--- src/rtl/alu_pkg.sv ---
// Shared definitions for the ALU / iterative multiply-divide unit:
// op-code constants, FSM state encoding, default datapath width.
package alu_pkg;

    localparam int DEF_WIDTH = 32;

    localparam logic [3:0] OP_AND   = 4'd0;
    localparam logic [3:0] OP_OR    = 4'd1;
    localparam logic [3:0] OP_ADD   = 4'd2;
    localparam logic [3:0] OP_SUB   = 4'd6;
    localparam logic [3:0] OP_SLT   = 4'd7;
    localparam logic [3:0] OP_MULT  = 4'd8;
    localparam logic [3:0] OP_MULTU = 4'd9;
    localparam logic [3:0] OP_DIV   = 4'd10;
    localparam logic [3:0] OP_DIVU  = 4'd11;
    localparam logic [3:0] OP_NOR   = 4'd12;
    localparam logic [3:0] OP_MFHI  = 4'd13;
    localparam logic [3:0] OP_MFLO  = 4'd14;

    typedef enum logic [1:0] {
        S_IDLE = 2'd0,
        S_CALC = 2'd1,
        S_DONE = 2'd2
    } state_t;

    // Ops 8..11 share the 4'b10xx pattern; 10/11 are the divides.
    function automatic logic is_muldiv(input logic [3:0] op);
        return op[3:2] == 2'b10;
    endfunction

    function automatic logic is_div(input logic [3:0] op);
        return op[3:1] == 3'b101;
    endfunction

endpackage

--- src/rtl/alu_multdiv_core.sv ---
// Iterative multiply / restoring-divide datapath with step counter.
// Ports: load (capture operands/op), step (one iteration), a/b operands,
// op code; last flags the final step, res_hi/res_lo give the result that
// the final step produces (valid while last is high).
// Macro ALU_SIGNED_MULDIV_EN: ops 8/10 take magnitudes and fix sign at end.
module alu_multdiv_core
    import alu_pkg::*;
#(
    parameter int WIDTH = DEF_WIDTH
) (
    input  logic             clock,
    input  logic             reset,
    input  logic             load,
    input  logic             step,
    input  logic [3:0]       op,
    input  logic [WIDTH-1:0] a,
    input  logic [WIDTH-1:0] b,
    output logic             last,
    output logic [WIDTH-1:0] res_hi,
    output logic [WIDTH-1:0] res_lo
);

    localparam int CW = $clog2(WIDTH);
    localparam logic [CW-1:0] LAST_CNT = CW'(WIDTH - 1);

    // Mult: {partial product, multiplier}; div: {remainder, quotient}.
    logic [2*WIDTH-1:0] acc_q, acc_d;
    logic [WIDTH-1:0]   b_q, b_d;
    logic [CW-1:0]      cnt_q, cnt_d;
    logic               div_q, div_d;

    logic [WIDTH-1:0]   a_mag, b_mag;
    logic [WIDTH:0]     sum;
    logic [WIDTH:0]     rem_sh;
    logic [WIDTH+1:0]   diff;
    logic [2*WIDTH-1:0] prod;
    logic [WIDTH-1:0]   quo, rem;

`ifdef ALU_SIGNED_MULDIV_EN
    logic negp_q, negp_d;
    logic negr_q, negr_d;
    logic sgn, sa, sb;

    // A zero divisor keeps the raw dividend so the remainder equals it.
    always_comb begin
        sgn   = (op == OP_MULT) || (op == OP_DIV);
        sa    = sgn && a[WIDTH-1] && !(is_div(op) && (b == '0));
        sb    = sgn && b[WIDTH-1];
        a_mag = sa ? -a : a;
        b_mag = sb ? -b : b;
    end
`else
    assign a_mag = a;
    assign b_mag = b;
`endif

    always_comb begin
        sum    = {1'b0, acc_q[2*WIDTH-1:WIDTH]}
               + (acc_q[0] ? {1'b0, b_q} : '0);
        rem_sh = acc_q[2*WIDTH-1:WIDTH-1];
        diff   = {1'b0, rem_sh} - {2'b0, b_q};
        acc_d  = acc_q;
        b_d    = b_q;
        cnt_d  = cnt_q;
        div_d  = div_q;
`ifdef ALU_SIGNED_MULDIV_EN
        negp_d = negp_q;
        negr_d = negr_q;
`endif
        if (load) begin
            acc_d  = {{WIDTH{1'b0}}, a_mag};
            b_d    = b_mag;
            cnt_d  = '0;
            div_d  = is_div(op);
`ifdef ALU_SIGNED_MULDIV_EN
            negp_d = sa ^ sb;
            negr_d = sa && is_div(op);
`endif
        end else if (step) begin
            cnt_d = cnt_q + 1'b1;
            if (div_q) begin
                if (diff[WIDTH+1])
                    acc_d = {rem_sh[WIDTH-1:0], acc_q[WIDTH-2:0], 1'b0};
                else
                    acc_d = {diff[WIDTH-1:0], acc_q[WIDTH-2:0], 1'b1};
            end else begin
                acc_d = {sum, acc_q[WIDTH-1:1]};
            end
        end
    end

    always_comb begin
        prod = acc_d;
        quo  = acc_d[WIDTH-1:0];
        rem  = acc_d[2*WIDTH-1:WIDTH];
`ifdef ALU_SIGNED_MULDIV_EN
        if (negp_q) begin
            prod = -acc_d;
            quo  = -acc_d[WIDTH-1:0];
        end
        if (negr_q)
            rem = -acc_d[2*WIDTH-1:WIDTH];
`endif
        if (div_q) begin
            res_hi = rem;
            res_lo = quo;
        end else begin
            res_hi = prod[2*WIDTH-1:WIDTH];
            res_lo = prod[WIDTH-1:0];
        end
    end

    assign last = step && (cnt_q == LAST_CNT);

    always_ff @(posedge clock or posedge reset) begin
        if (reset) begin
            acc_q  <= '0;
            b_q    <= '0;
            cnt_q  <= '0;
            div_q  <= 1'b0;
`ifdef ALU_SIGNED_MULDIV_EN
            negp_q <= 1'b0;
            negr_q <= 1'b0;
`endif
        end else begin
            acc_q  <= acc_d;
            b_q    <= b_d;
            cnt_q  <= cnt_d;
            div_q  <= div_d;
`ifdef ALU_SIGNED_MULDIV_EN
            negp_q <= negp_d;
            negr_q <= negr_d;
`endif
        end
    end

endmodule

--- src/rtl/alu_multdiv.sv ---
// ALU with iterative multiply/divide and HI/LO registers.
// Ports: clock, reset (async, active high), start, dado_1/dado_2 operands,
// ALUControl op code; busy, done pulse, registered ALUResult/zero, hi, lo.
// Macro ALU_SIGNED_MULDIV_EN: MULT/DIV signed (else same as MULTU/DIVU).
module alu_multdiv
    import alu_pkg::*;
#(
    parameter int WIDTH         = DEF_WIDTH,
    parameter int DIV_ZERO_FAST = 1
) (
    input  logic             clock,
    input  logic             reset,
    input  logic             start,
    input  logic [WIDTH-1:0] dado_1,
    input  logic [WIDTH-1:0] dado_2,
    input  logic [3:0]       ALUControl,
    output logic             busy,
    output logic             done,
    output logic [WIDTH-1:0] ALUResult,
    output logic             zero,
    output logic [WIDTH-1:0] hi,
    output logic [WIDTH-1:0] lo
);

    state_t           state_q, state_d;
    logic [WIDTH-1:0] res_q, res_d;
    logic             zero_q, zero_d;
    logic [WIDTH-1:0] hi_q, hi_d;
    logic [WIDTH-1:0] lo_q, lo_d;

    logic             load, step, core_last;
    logic [WIDTH-1:0] core_hi, core_lo;
    logic [WIDTH-1:0] alu_res;
    logic             div_zero_fast;

    alu_multdiv_core #(
        .WIDTH (WIDTH)
    ) u_core (
        .clock  (clock),
        .reset  (reset),
        .load   (load),
        .step   (step),
        .op     (ALUControl),
        .a      (dado_1),
        .b      (dado_2),
        .last   (core_last),
        .res_hi (core_hi),
        .res_lo (core_lo)
    );

    always_comb begin
        case (ALUControl)
            OP_AND:  alu_res = dado_1 & dado_2;
            OP_OR:   alu_res = dado_1 | dado_2;
            OP_ADD:  alu_res = dado_1 + dado_2;
            OP_SUB:  alu_res = dado_1 - dado_2;
            OP_SLT:  alu_res = {{(WIDTH-1){1'b0}},
                                $signed(dado_1) < $signed(dado_2)};
            OP_NOR:  alu_res = ~(dado_1 | dado_2);
            OP_MFHI: alu_res = hi_q;
            OP_MFLO: alu_res = lo_q;
            default: alu_res = '0;
        endcase
    end

    assign div_zero_fast = (DIV_ZERO_FAST != 0)
                         && is_div(ALUControl)
                         && (dado_2 == '0);
    assign step = (state_q == S_CALC);

    always_comb begin
        state_d = state_q;
        res_d   = res_q;
        hi_d    = hi_q;
        lo_d    = lo_q;
        load    = 1'b0;
        case (state_q)
            S_IDLE: begin
                if (start) begin
                    if (is_muldiv(ALUControl) && !div_zero_fast) begin
                        load    = 1'b1;
                        state_d = S_CALC;
                    end else if (div_zero_fast) begin
                        hi_d    = dado_1;
                        lo_d    = '1;
                        res_d   = '1;
                        state_d = S_DONE;
                    end else begin
                        res_d   = alu_res;
                        state_d = S_DONE;
                    end
                end
            end
            S_CALC: begin
                if (core_last) begin
                    hi_d    = core_hi;
                    lo_d    = core_lo;
                    res_d   = core_lo;
                    state_d = S_DONE;
                end
            end
            S_DONE:  state_d = S_IDLE;
            default: state_d = S_IDLE;
        endcase
        zero_d = (res_d == '0);
    end

    always_ff @(posedge clock or posedge reset) begin
        if (reset) begin
            state_q <= S_IDLE;
            res_q   <= '0;
            zero_q  <= 1'b1;
            hi_q    <= '0;
            lo_q    <= '0;
        end else begin
            state_q <= state_d;
            res_q   <= res_d;
            zero_q  <= zero_d;
            hi_q    <= hi_d;
            lo_q    <= lo_d;
        end
    end

    assign busy      = (state_q != S_IDLE);
    assign done      = (state_q == S_DONE);
    assign ALUResult = res_q;
    assign zero      = zero_q;
    assign hi        = hi_q;
    assign lo        = lo_q;

endmodule

--- config.mk ---
export PLATFORM = sky130hd
export DESIGN_NAME = alu_multdiv
export DESIGN_NICKNAME = d
export VERILOG_FILES = /design/src/rtl/alu_pkg.sv /design/src/rtl/alu_multdiv_core.sv /design/src/rtl/alu_multdiv.sv
export SDC_FILE = /design/constraint.sdc
export NUM_CORES = 1
export LEC_CHECK = 0
export ABC_AREA = 1
export CORE_MARGIN = 2
export CORE_UTILIZATION = 40
export DETAILED_ROUTE_END_ITERATION = 10
export DONT_BUFFER_PORTS = 1
export PLACE_DENSITY = 0.62
export SYNTH_ARGS = -nofsm -noshare
export SYNTH_HDL_FRONTEND = slang
export SYNTH_SLANG_ARGS = --single-unit
--- constraint.sdc ---
create_clock -name clock -period 11 [get_ports clock]
set_input_delay 0.55 -clock clock [delete_from_list [all_inputs] [get_ports clock]]
set_output_delay 0.55 -clock clock [all_outputs]
set_load 0.005 [all_outputs]
After elaboration in Yosys (flattened, before gate mapping)
Index checks and enable logic that the tools add are counted.

word-level totals
  memories kept = 0
  RAM bits = 0
  logic and storage cells = 77
  register bits = 201
  bits in latches = 0
  ROM bits = 0

operators by class
  $add $sub $neg = 5
  bitwise operators = 3
  reduce and logical (&&, ||, !) cells = 13
  divide/modulo/power cells = 0
  multiplexer cells = 30
  shift-type cells = 0
  equality and inequality tests = 16
  multipliers = 0
  magnitude comparators = 1

operator list
  kind                                                                    count
  32-bit two-way mux                                                      13
  64-bit two-way mux                                                      4
  32-bit case mux with 8 select lines                                     1
  32-bit case mux with 2 select lines                                     3
  32-bit logical NOT                                                      2
  33-bit by 32-bit subtractor with 34-bit output                          1
  32-bit by 33-bit adder with 33-bit output                               1
  32-bit adder                                                            1
  32-bit bitwise AND                                                      1
  32-bit less-than comparator                                             1
  32-bit NOT                                                              1
  32-bit bitwise OR                                                       1
  32-bit subtractor                                                       1
  4-bit equality test (second input constant)                             3
  5-bit two-way mux                                                       2
  4-bit by 3-bit equality test with 1-bit output (second input constant)  2
  2-bit != test (second input constant)                                   4
  2-bit two-way mux                                                       3
  2-bit nonzero test                                                      3
  5-bit by 1-bit adder with 5-bit output (second input constant)          1
  5-bit equality test (second input constant)                             1
  5-bit AND reduction                                                     1
  2-bit equality test (second input constant)                             2
  4-bit by 1-bit equality test with 1-bit output (second input constant)  1
  other kinds (10)                                                        14

Longest topological paths before layout
Gate-level depths: netlist of the first run.

  word-level depth = 11
  mapped depth = 24

By module
A second synthesis of the first run with hierarchy kept.

second synthesis, totals
  cells, all modules = 3649
  area total of the unflattened synthesis = 21873.5 um^2

modules (own cells, without submodules)
  module            instances  area each (um^2)  cells an instance  sequential area each (um^2)
  alu_multdiv       1          12115.4           2072               2478.6
  alu_multdiv_core  1          9758.1            1577               2552.4

Worst setup path before layout of the first run
No wires, ideal clock.

  kind = reg-to-reg
  from = register u_core.acc_q[0]
  to = register u_core.acc_q[43]
  arrival = 2710 ps
  stages on the path, launching flop included = 19
  library setup time = 137 ps
  path slack = 8153 ps
  path through = dfrtp_1 clkbuf_1 clkbuf_1 nand2_1 inv_1 ha_1 fa_1 nand3_1 nand2_1 a21oi_1 inv_1 nand2_1 nand2_1 inv_1 o21ai_0 xor2_1 or2_2 a21oi_1 a211oi_1

between the ends
  word-level cells in the longest chain between the ends = 5

RTL lines
  element                                    RTL line                 source
  start: declaration                         alu_multdiv_core.sv:27   logic [2*WIDTH-1:0] acc_q, acc_d;
  start signal: assignment                   alu_multdiv_core.sv:117  acc_q <= '0;
  start signal: assignment                   alu_multdiv_core.sv:126  acc_q <= acc_d;
  32-bit two-way mux                         alu_multdiv_core.sv:59   + (acc_q[0] ? {1'b0, b_q} : '0);
  32-bit by 33-bit adder with 33-bit output  alu_multdiv_core.sv:59
  64-bit two-way mux                         alu_multdiv_core.sv:81   if (div_q) begin
  64-bit two-way mux                         alu_multdiv_core.sv:79   end else if (step) begin
  64-bit two-way mux                         alu_multdiv_core.sv:70   if (load) begin
  named net core_hi[11]                      alu_multdiv.sv:32        logic [WIDTH-1:0] core_hi, core_lo;

The timed path passes the listed nets, and every way through them passes these cells.
A chain may end at the register's enable or synchronous reset.

Final worst setup path of the first run
  from = register state_q[1]
  to = register hi_q[25] (netlist: hi[25])

between the ends
  word-level cells in the longest chain between the ends = 5
  elaborated cells between the ends (all ways) = 14

RTL lines
  element                                                                                     RTL line                                   source
  start: declaration                                                                          alu_multdiv.sv:25                          state_t state_q, state_d;
  start signal: assignment                                                                    alu_multdiv.sv:116                         state_q <= state_d;
  2-bit by 1-bit equality test with 1-bit output / 2-bit logical NOT (equally long branches)  alu_multdiv.sv:69, alu_multdiv.sv:77
  64-bit two-way mux / 1-bit two-way mux (equally long branches)                              alu_multdiv_core.sv:79, alu_multdiv.sv:77
  64-bit two-way mux                                                                          alu_multdiv_core.sv:70
  32-bit two-way mux                                                                          alu_multdiv.sv:95                          if (core_last) begin
  32-bit case mux with 2 select lines                                                         alu_multdiv.sv:77                          case (state_q)
  end signal: assignment                                                                      alu_multdiv.sv:119                         hi_q <= hi_d;
  end: declaration                                                                            alu_multdiv.sv:28                          logic [WIDTH-1:0] hi_q, hi_d;

Parallel ways exist; a longest one is shown, timed or not. The select of a mux whose other input is x is not followed.

==> results of run 1 <==
-- final cells by class --
cell class                      count  area [um2]  area share, %
Multi-Input combinational cell   2592       13500           59.3
Sequential cell                   201        5030           22.1
Timing Repair Buffer               22         168          0.736
Tap cell                          688         861           3.78
Clock buffer                       34         689           3.03
Clock inverter                     12         153          0.670
Inverter                          626        2360           10.3
Antenna cell                        4        10.0         0.0439
-- power by group --
| group | total [W] | internal [W] | switching, W |
|---|---|---|---|
| combinational | 0.00386 | 0.00122 | 0.00264 |
| clock | 0.000869 | 0.000494 | 0.000375 |
| sequential | 0.00139 | 0.000999 | 0.000393 |
| total | 0.00612 | 0.00272 | 0.00341 |
-- through the flow --
step,area [um2],total power [W],hold slack (ns),util [%],instances
6_report,22800,0.00612,0.117,43.2,4179
4_1_cts,22800,0.00603,0.118,43.2,4175
5_1_grt,22800,0.00661,0.120,43.2,4175
2_1_floorplan,21400,0.00397,0.471,-,3546
3_3_place_gp,21900,0.00517,0.495,41.6,4128
3_5_place_dp,21900,0.00515,0.495,41.6,4128
-- cells in the mapped netlist, types with 47 or more instances --
master,count
nand2_1,984
inv_1,612
nor2_1,331
nand3_1,254
a21oi_1,233
o21ai_0,203
dfrtp_1,200
ha_1,174
nand4_1,92
clkbuf_1,73
a22oi_1,48
nor3_1,47
-- layout by cell type, fill, tap and decap left out, types with 48 or more instances in the layout --
| cell type | netlist | routed |
|---|---|---|
| o21ai_0 | 203 | 203 |
| nor2_1 | 331 | 329 |
| ha_1 | 174 | 174 |
| nand2_1 | 984 | 984 |
| dfrtp_1 | 200 | 199 |
| a22oi_1 | 48 | 48 |
| inv_1 | 612 | 611 |
| a21oi_1 | 233 | 233 |
| nand3_1 | 254 | 254 |
| nand4_1 | 92 | 92 |
-- state kept, by name (all words and copies together), names as in the netlist --
name,flops
hi,32
lo,32
ALUResult,32
u_core.cnt_q,5
u_core.div_q,1
zero,1
u_core.b_q,32
state_q,2
u_core.acc_q,64
-- logic make-up after synthesis --
| group | Yosys count | share of synthesized area [%] |
|---|---|---|
| AO/OA/AOI/OAI | 608 | 16.0 |
| XOR/XNOR | 34 | 1.39 |
| buffers and inverters | 753 | 13.5 |
| AND/OR/NAND/NOR | 1772 | 35.1 |
| flip-flops | 201 | 23.5 |
| adder cells (fa/ha/maj) | 178 | 10.5 |
-- routing by layer --
layer  vias to the layer above  share of wire, %
met5                         -             0.011
met4                         2               6.7
met3                       238               9.2
met2                      1141                44
met1                     11039                40
li1                      11243                 -
-- final timing paths --
check                      cells after the start             from  slack, ns              end
max in group asynchronous                      3            reset       9.05           hi[20]
setup / recovery                              11       state_q[1]       6.89           hi[25]
setup reg to reg                              11       state_q[1]       6.89           hi[25]
min in group asynchronous                      2            reset       0.58   u_core.b_q[20]
hold reg to reg                                1  u_core.cnt_q[0]       0.51  u_core.cnt_q[0]
hold / removal                                 2        dado_1[5]       0.12  u_core.acc_q[5]
-- critical path, delay by kind of cell (launching register included) --
kind | cells | cell delay, ns
buf+inv | 5 | 1.92
compound gates | 4 | 0.75
flops | 1 | 0.36
simple gates | 2 | 0.81
-- what timing repair did --
action                    CTS  global route
setup buffers               0             0
resized for setup           0             0
hold buffers                1             0
hold endpoints to repair   77             0
==> summary.md, run 1 <==
| Metric | Value |
|---|---|
| Run status | `complete, no violations` |
| Place WS | `6.57 ns` |
| Post-Synthesis Net Count | `around 3800` |
| Crit-path slowest cell | `nor2_4` |
| Worst-path clk slew | `about 0.060 ns` |
| Core area | `0.0528 mm2` |
| Dpl hpwl | `85300 um` |
| Starting Density | `40.6%` |
| Worst skew pair latency | `~0.58 ns` |
| Share of post-route cells with drive strength above 1 | `3.18%` |
| Final min period | `4.11 ns` |
| Required @ worst endpoint | `around 11 ns` |
| Area of the die | `about 0.055 mm2` |
| Vias per inst | `5.66` |
| Setup CP Type | `reg -> reg` |
| Max Clk Rate | `244 MHz` |
| CP max stage delay | `0.70 ns` |
| Via count | `23663` |
| Setup crit end kind | `register` |
| Met3 GRT Util | `7.06%` |
| Final Max Slew Viols | `0` |
| DRT Pass-1 Iters | `6` |
| GR Layer Usage met2 | `58.9%` |
| DRT iter0 DRCs | `2823` |
| Async SR Flop Fraction | `100%` |
| EDFF count, synth | `0` |
| Kind of start point of the critical path | `register` |
| Cts bufs inserted | `25` |
| Hold WC Path Type | `in -> reg` |
| Synthesized cell area | `0.0214 mm2` |
| Final hold violations | `0` |
| Synth unique cells | `53` |
| Final worst slack | `6.89 ns` |
| # rows | `84` |
| Final nets | `roughly 3700` |
| Setup TNS | `0 ns` |
| Total clock sinks | `201` |
| Slew headroom | `36.5%` |
| Total GRT Usage | `a little under two fifths` |
| Largest net degree at the start of global routing | `88` |
| Final setup vio count | `0` |
| # DRC | `0` |
| Share of the synthesized area in the top cell type | `23.4%` |
| Synth area leaders | `dfrtp_1, nand2_1, inv_1, ha_1, nand3_1` |
| Antenna Violating Nets Remaining | `0` |
| Bufs on Longest Clock Path | `3` |
| Pwr Density | `269 mW/mm2` |
| Routed wire length | `104000 um` |
| Routed length per instance | `between 20 and 25 um` |
| Arrival @ worst endpoint | `between 4 and 5 ns` |
| Congestion Overflow GR | `0` |
| Most frequent cell on the critical path | `buf_4` |
| Maximum vdd drop | `137 uV` |
| First-pass GRT wire length | `150000 um` |
| Die W | `between 200 and 250 um` |
| Routability Congestion | `about 1` |
| Share of synthesized area occupied by flip-flops and latches | `23.5%` |
| Port-buffer cells | `0` |
| MaxCap Viol Count | `0` |
| Worst path cell trace | `buf_4, nor2_4, inv_2, nor2_4, buf_4, inv_1, o21ai_1, o21ai_4, buf_4, a21oi_1, a22oi_1` |
| I/O Pins | `170` |
| Unrepaired setup endpoints after global routing | `no` |
| Area grow syn2layout | `6.45%` |
| Worst Tran Pin Value | `0.953 ns` |
| Largest area contributor in the netlist | `dfrtp_1` |
| Initial antenna violation count | `2` |
| Vias in the first global route | `approximately 22000` |
| Root buf cell | `clkbuf_16` |
| Grt peak-use layer | `met2` |
| Die height | `235 um` |
| Met1 GRT Util | `46.8%` |
| Ys flop type | `dfrtp_1` |
| CTS H-Tree Depth | `1` |
| Cell count after synthesis | `~3500` |
| Final Skew | `0.0308 ns` |
| Yosys warning count | `0` |
| Leak Pwr | `12.2 nW` |
| Avg Inst Size Synth | `6.04 um2` |
| Layout fillers | `5870` |
| Final Cycle Share | `37.3%` |
| CP max FO | `78` |
| CTS tree | `built` |
| #FFs+latches synth | `about 200` |
No activity file was read; power rests on OpenSTA's default activity.
==> run 2: changes to the inputs <==
--- a/config.mk
+++ b/config.mk
@@ -5,7 +5,7 @@
 export SDC_FILE = /design/constraint.sdc
 export NUM_CORES = 1
 export LEC_CHECK = 0
-export ABC_AREA = 1
+export ABC_AREA = 0
 export CORE_MARGIN = 2
 export CORE_UTILIZATION = 40
 export DETAILED_ROUTE_END_ITERATION = 10
==> constraint.sdc (replaced) <==
create_clock -name clock -period 4 [get_ports clock]
set_input_delay 0.2 -clock clock [delete_from_list [all_inputs] [get_ports clock]]
set_output_delay 0.2 -clock clock [all_outputs]
set_load 0.005 [all_outputs]
==> run 2 against run 1 <==
Effect of this change:
- the run now ends with setup timing left
- via count fell by 8.1%
- clock skew rose by 0.0011 ns
- wire length fell by 1.9%
- total power rose to 2.7 times the previous value
- die area fell by 9.6%
- flip-flop and latch count did not move
- utilization rose by 6.3 points
- sequential share of layout area fell by 0.78 points
- critical path type is now in -> reg
- largest cell class unchanged
- largest power group unchanged
- highest routed layer unchanged
==> summary.md, run 2 <==
| Metric | Value |
|---|---|
| CP max stage delay | `0.58 ns` |
| Clock power frac | `approximately 16%` |
| Vias per inst | `6.51` |
| First-pass GRT wire length | `147000 um` |
| Via count | `21747` |
| Commonest non-fill, non-tap cells in the layout | `buf_4, nand2_1, a21oi_1` |
| Avg Inst Size Synth | `7.77 um2` |
| R2R cell count | `16` |
| Cell count after synthesis | `2486` |
| Total clock sinks | `roughly 200` |
| Area of the die | `0.0501 mm2` |
| Routed wire length | `102000 um` |
| Dpl hpwl | `76500 um` |
| Bufs on Longest Clock Path | `3` |
| Seq pwr share | `23.7%` |
| Hold WS | `0.00977 ns` |
| DRT Pass-1 Iters | `7` |
| Async SR Flop Fraction | `100%` |
| CP max FO | `5` |
| Ys flop type | `dfrtp_1` |
| Initial antenna violation count | `8` |
| Arrival @ worst endpoint | `4.48 ns` |
| Final Skew | `about 0.032 ns` |
| Post-route cell area | `0.0236 mm2` |
| Root buf cell | `clkbuf_16` |
| Logic pwr share | `around three fifths` |
| R2r endpoint | `zero` |
| Die height | `224 um` |
| DRT iter0 DRCs | `3020` |
| Worst skew pair latency | `0.59 ns` |
| I/O Pins | `170` |
| Crit-path leading delay family | `compound AO/OA/AOI/OAI gates` |
| Yosys warning count | `0` |
| Run status | `finished with violations` |
| Cts bufs inserted | `27` |
| Max Clk Rate | `250 MHz` |
| Routed length per instance | `30.6 um` |
| Kind of start point of the critical path | `input pin` |
| Core area | `0.0477 mm2` |
| Pwr Density | `696 mW/mm2` |
| Slew headroom | `15.0%` |
| Share of the synthesized area in the top cell type | `25.9%` |
| Worst Tran Pin Value | `~1.3 ns` |
| Placed cell area | `around 0.022 mm2` |
| Total GRT Usage | `39.7%` |
| Synth cell count leaders | `nand2_1, a21oi_1, nor2_1` |
| Max reg flops | `between 60 and 70` |
| Final nets | `2951` |
| Routability Congestion | `1.05` |
| Synth unique cells | `98` |
| Pint | `0.00839 W` |
| Final min period | `4.01 ns` |
| Vias in the first global route | `around 21000` |
| Biggest register | `u_core.acc_q` |
| Beginning of the critical path | `dado_1[10]` |
| MaxCap Viol Count | `0` |
| # rows | `80` |
| Setup CP Type | `in -> reg` |
| Share of post-route cells with drive strength above 1 | `~16%` |
| Final Cycle Share | `100%` |
| Most common cell after layout, fill and taps aside | `buf_4` |
| EDFF count, synth | `0` |
| Congestion Overflow GR | `0` |
| # DRC | `0` |
| Synth area leaders | `dfrtp_1, ha_1, a21oi_1, o21ai_0, nand2_1` |
| Post-Synthesis Net Count | `roughly 2700` |
| WHS Endpoint | `hi[27]` |
| CTS H-Tree Depth | `1` |
| Die W | `224 um` |
| Setup crit end kind | `register` |
| R2R setup slack | `0.09 ns` |
| Worst hold path depth | `4` |
| #FFs+latches synth | `201` |
| Starting Density | `between 40 and 50%` |
| Leak Pwr | `10.6 nW` |
| Top-count cell post-synth | `nand2_1` |
| Final worst slack | `-0.00629 ns` |
| Synthesized cell area | `just under 0.02 mm2` |
| Crit-path slowest cell | `dlygate4sd3_1` |
| Final Max Slew Viols | `0` |
| CTS tree | `built` |
| Worst-path clk slew | `approximately 0.070 ns` |
| Maximum vdd drop | `410 uV` |
| Switch share | `49.0%` |
| Final setup vio count | `1` |
| Area grow syn2layout | `22.3%` |
| Share of synthesized area occupied by flip-flops and latches | `a little over a quarter` |
| Port-buffer cells | `0` |
| Failing checks | `setup timing` |
| Required @ worst endpoint | `4.48 ns` |
| Largest net degree at the start of global routing | `75` |
| Largest area contributor in the netlist | `dfrtp_1` |
| FF-to-FF Start | `u_core.cnt_q[1]` |
| Final hold violations | `0` |
| Antenna Violating Nets Remaining | `0` |
| CP Buf/Inv Count | `3` |
| Worst path cell trace | `dlygate4sd3_1, inv_1, ha_1, a21oi_1, o21ai_1, or3_1, o21a_1, o21ai_0, buf_4, mux2i_1, a31o_2, o2111ai_1, or4_1, or4_4, nor4_2` |
| Psw | `0.00805 W` |
| Hold Crit Start | `dado_1[27]` |
| Hold WC Path Type | `in -> reg` |
[run 2: cell types whose count changed after synthesis, moves of 28 or more]
| cell | before | now |
|---|---|---|
| nand4_1 | 92 | 24 |
| xnor2_1 | 16 | 47 |
| inv_1 | 612 | 177 |
| nand2_1 | 984 | 236 |
| clkbuf_1 | 73 | 105 |
| mux2i_1 | 0 | 62 |
| nand3_1 | 254 | 35 |
| nor2_1 | 331 | 212 |
| o31ai_1 | 0 | 34 |
| and2_1 | 13 | 41 |
| a21o_1 | 10 | 38 |
[run 2: layout make-up]
type                    instances  area [um2]
multi-input cells            1954       13300
repair buffers                338        2890
diodes                          3        7.51
inverters                     180         679
clock inverters                13         173
clock buffers                  35         766
flip-flops and latches        201        5030
well taps                     615         769
fillers                      4714       24100
[run 2: per-layer routing]
metal	part of all wire (%)	track usage (%)
met5	0.0098	0
met4	5.9	19.4
met3	11	9.98
met2	43	61.8
met1	40	51.4
[run 2: worst max-delay path by stage]
stage                       to  slack [ns]  depth (start not counted)
after floorplan           zero        0.29                         15
after global placement    zero       -0.20                         15
after detailed placement  zero       -0.34                         15
after CTS                 zero       -0.02                         16
after global routing      zero       -0.08                         18
final                     zero      -0.006                         15
[run 2: worst register-to-register path, cell delays in order (launching register included)]
cell	delay, ns
dfrtp_1	0.39
ha_2	0.19
and3_4	0.18
ha_4	0.16
inv_2	0.08
buf_6	0.11
or2_4	0.17
o22ai_1	0.10
a21oi_1	0.13
o21ai_1	0.09
a211oi_2	0.23
o2111ai_2	0.13
o21a_1	0.22
or4b_4	0.52
or4_4	0.42
or4_4	0.44
nor4_2	0.25
[run 2: kinds of logic after synthesis]
family	count (synthesis)	share of synthesized area, %
xor+xnor	65	2.95
fa+ha+maj	178	11.7
mux	75	3.97
compound gates	861	29.3
buf+inv	331	6.80
flops	201	26.0
simple gates	775	19.3
[run 2: timing repair]
item	in CTS	in global routing
endpoints found under the hold margin	130	0
endpoints found under the setup margin	5	10
pin swaps	9	23
gates cloned	0	0
gates resized for setup	16	47
setup buffers	5	8
hold buffers	76	0
[run 2: power by group through the flow]
stage	sequential, W	clock (W)	combinational (W)
2_1_floorplan	0.00333	0	0.00634
3_3_place_gp	0.00387	0	0.00919
3_5_place_dp	0.00386	0	0.00934
4_1_cts	0.00385	0.00268	0.00952
5_1_grt	0.00394	0.00276	0.0106
6_report	0.00390	0.00267	0.00986
[run 2: metrics by stage]
step	setup WS [ns]	total power [W]	util, %	TNS (ns)	instances
finish	-0.00629	0.0164	49.5	-0.00629	3339
floorplan	0.291	0.00967	-	0	2486
detailed placement	-0.341	0.0132	45.1	-0.355	3199
CTS	-0.0184	0.0160	48.9	-0.0184	3328
global route	-0.0839	0.0173	49.5	-0.0839	3336
global placement	-0.202	0.0131	45.1	-0.227	3199
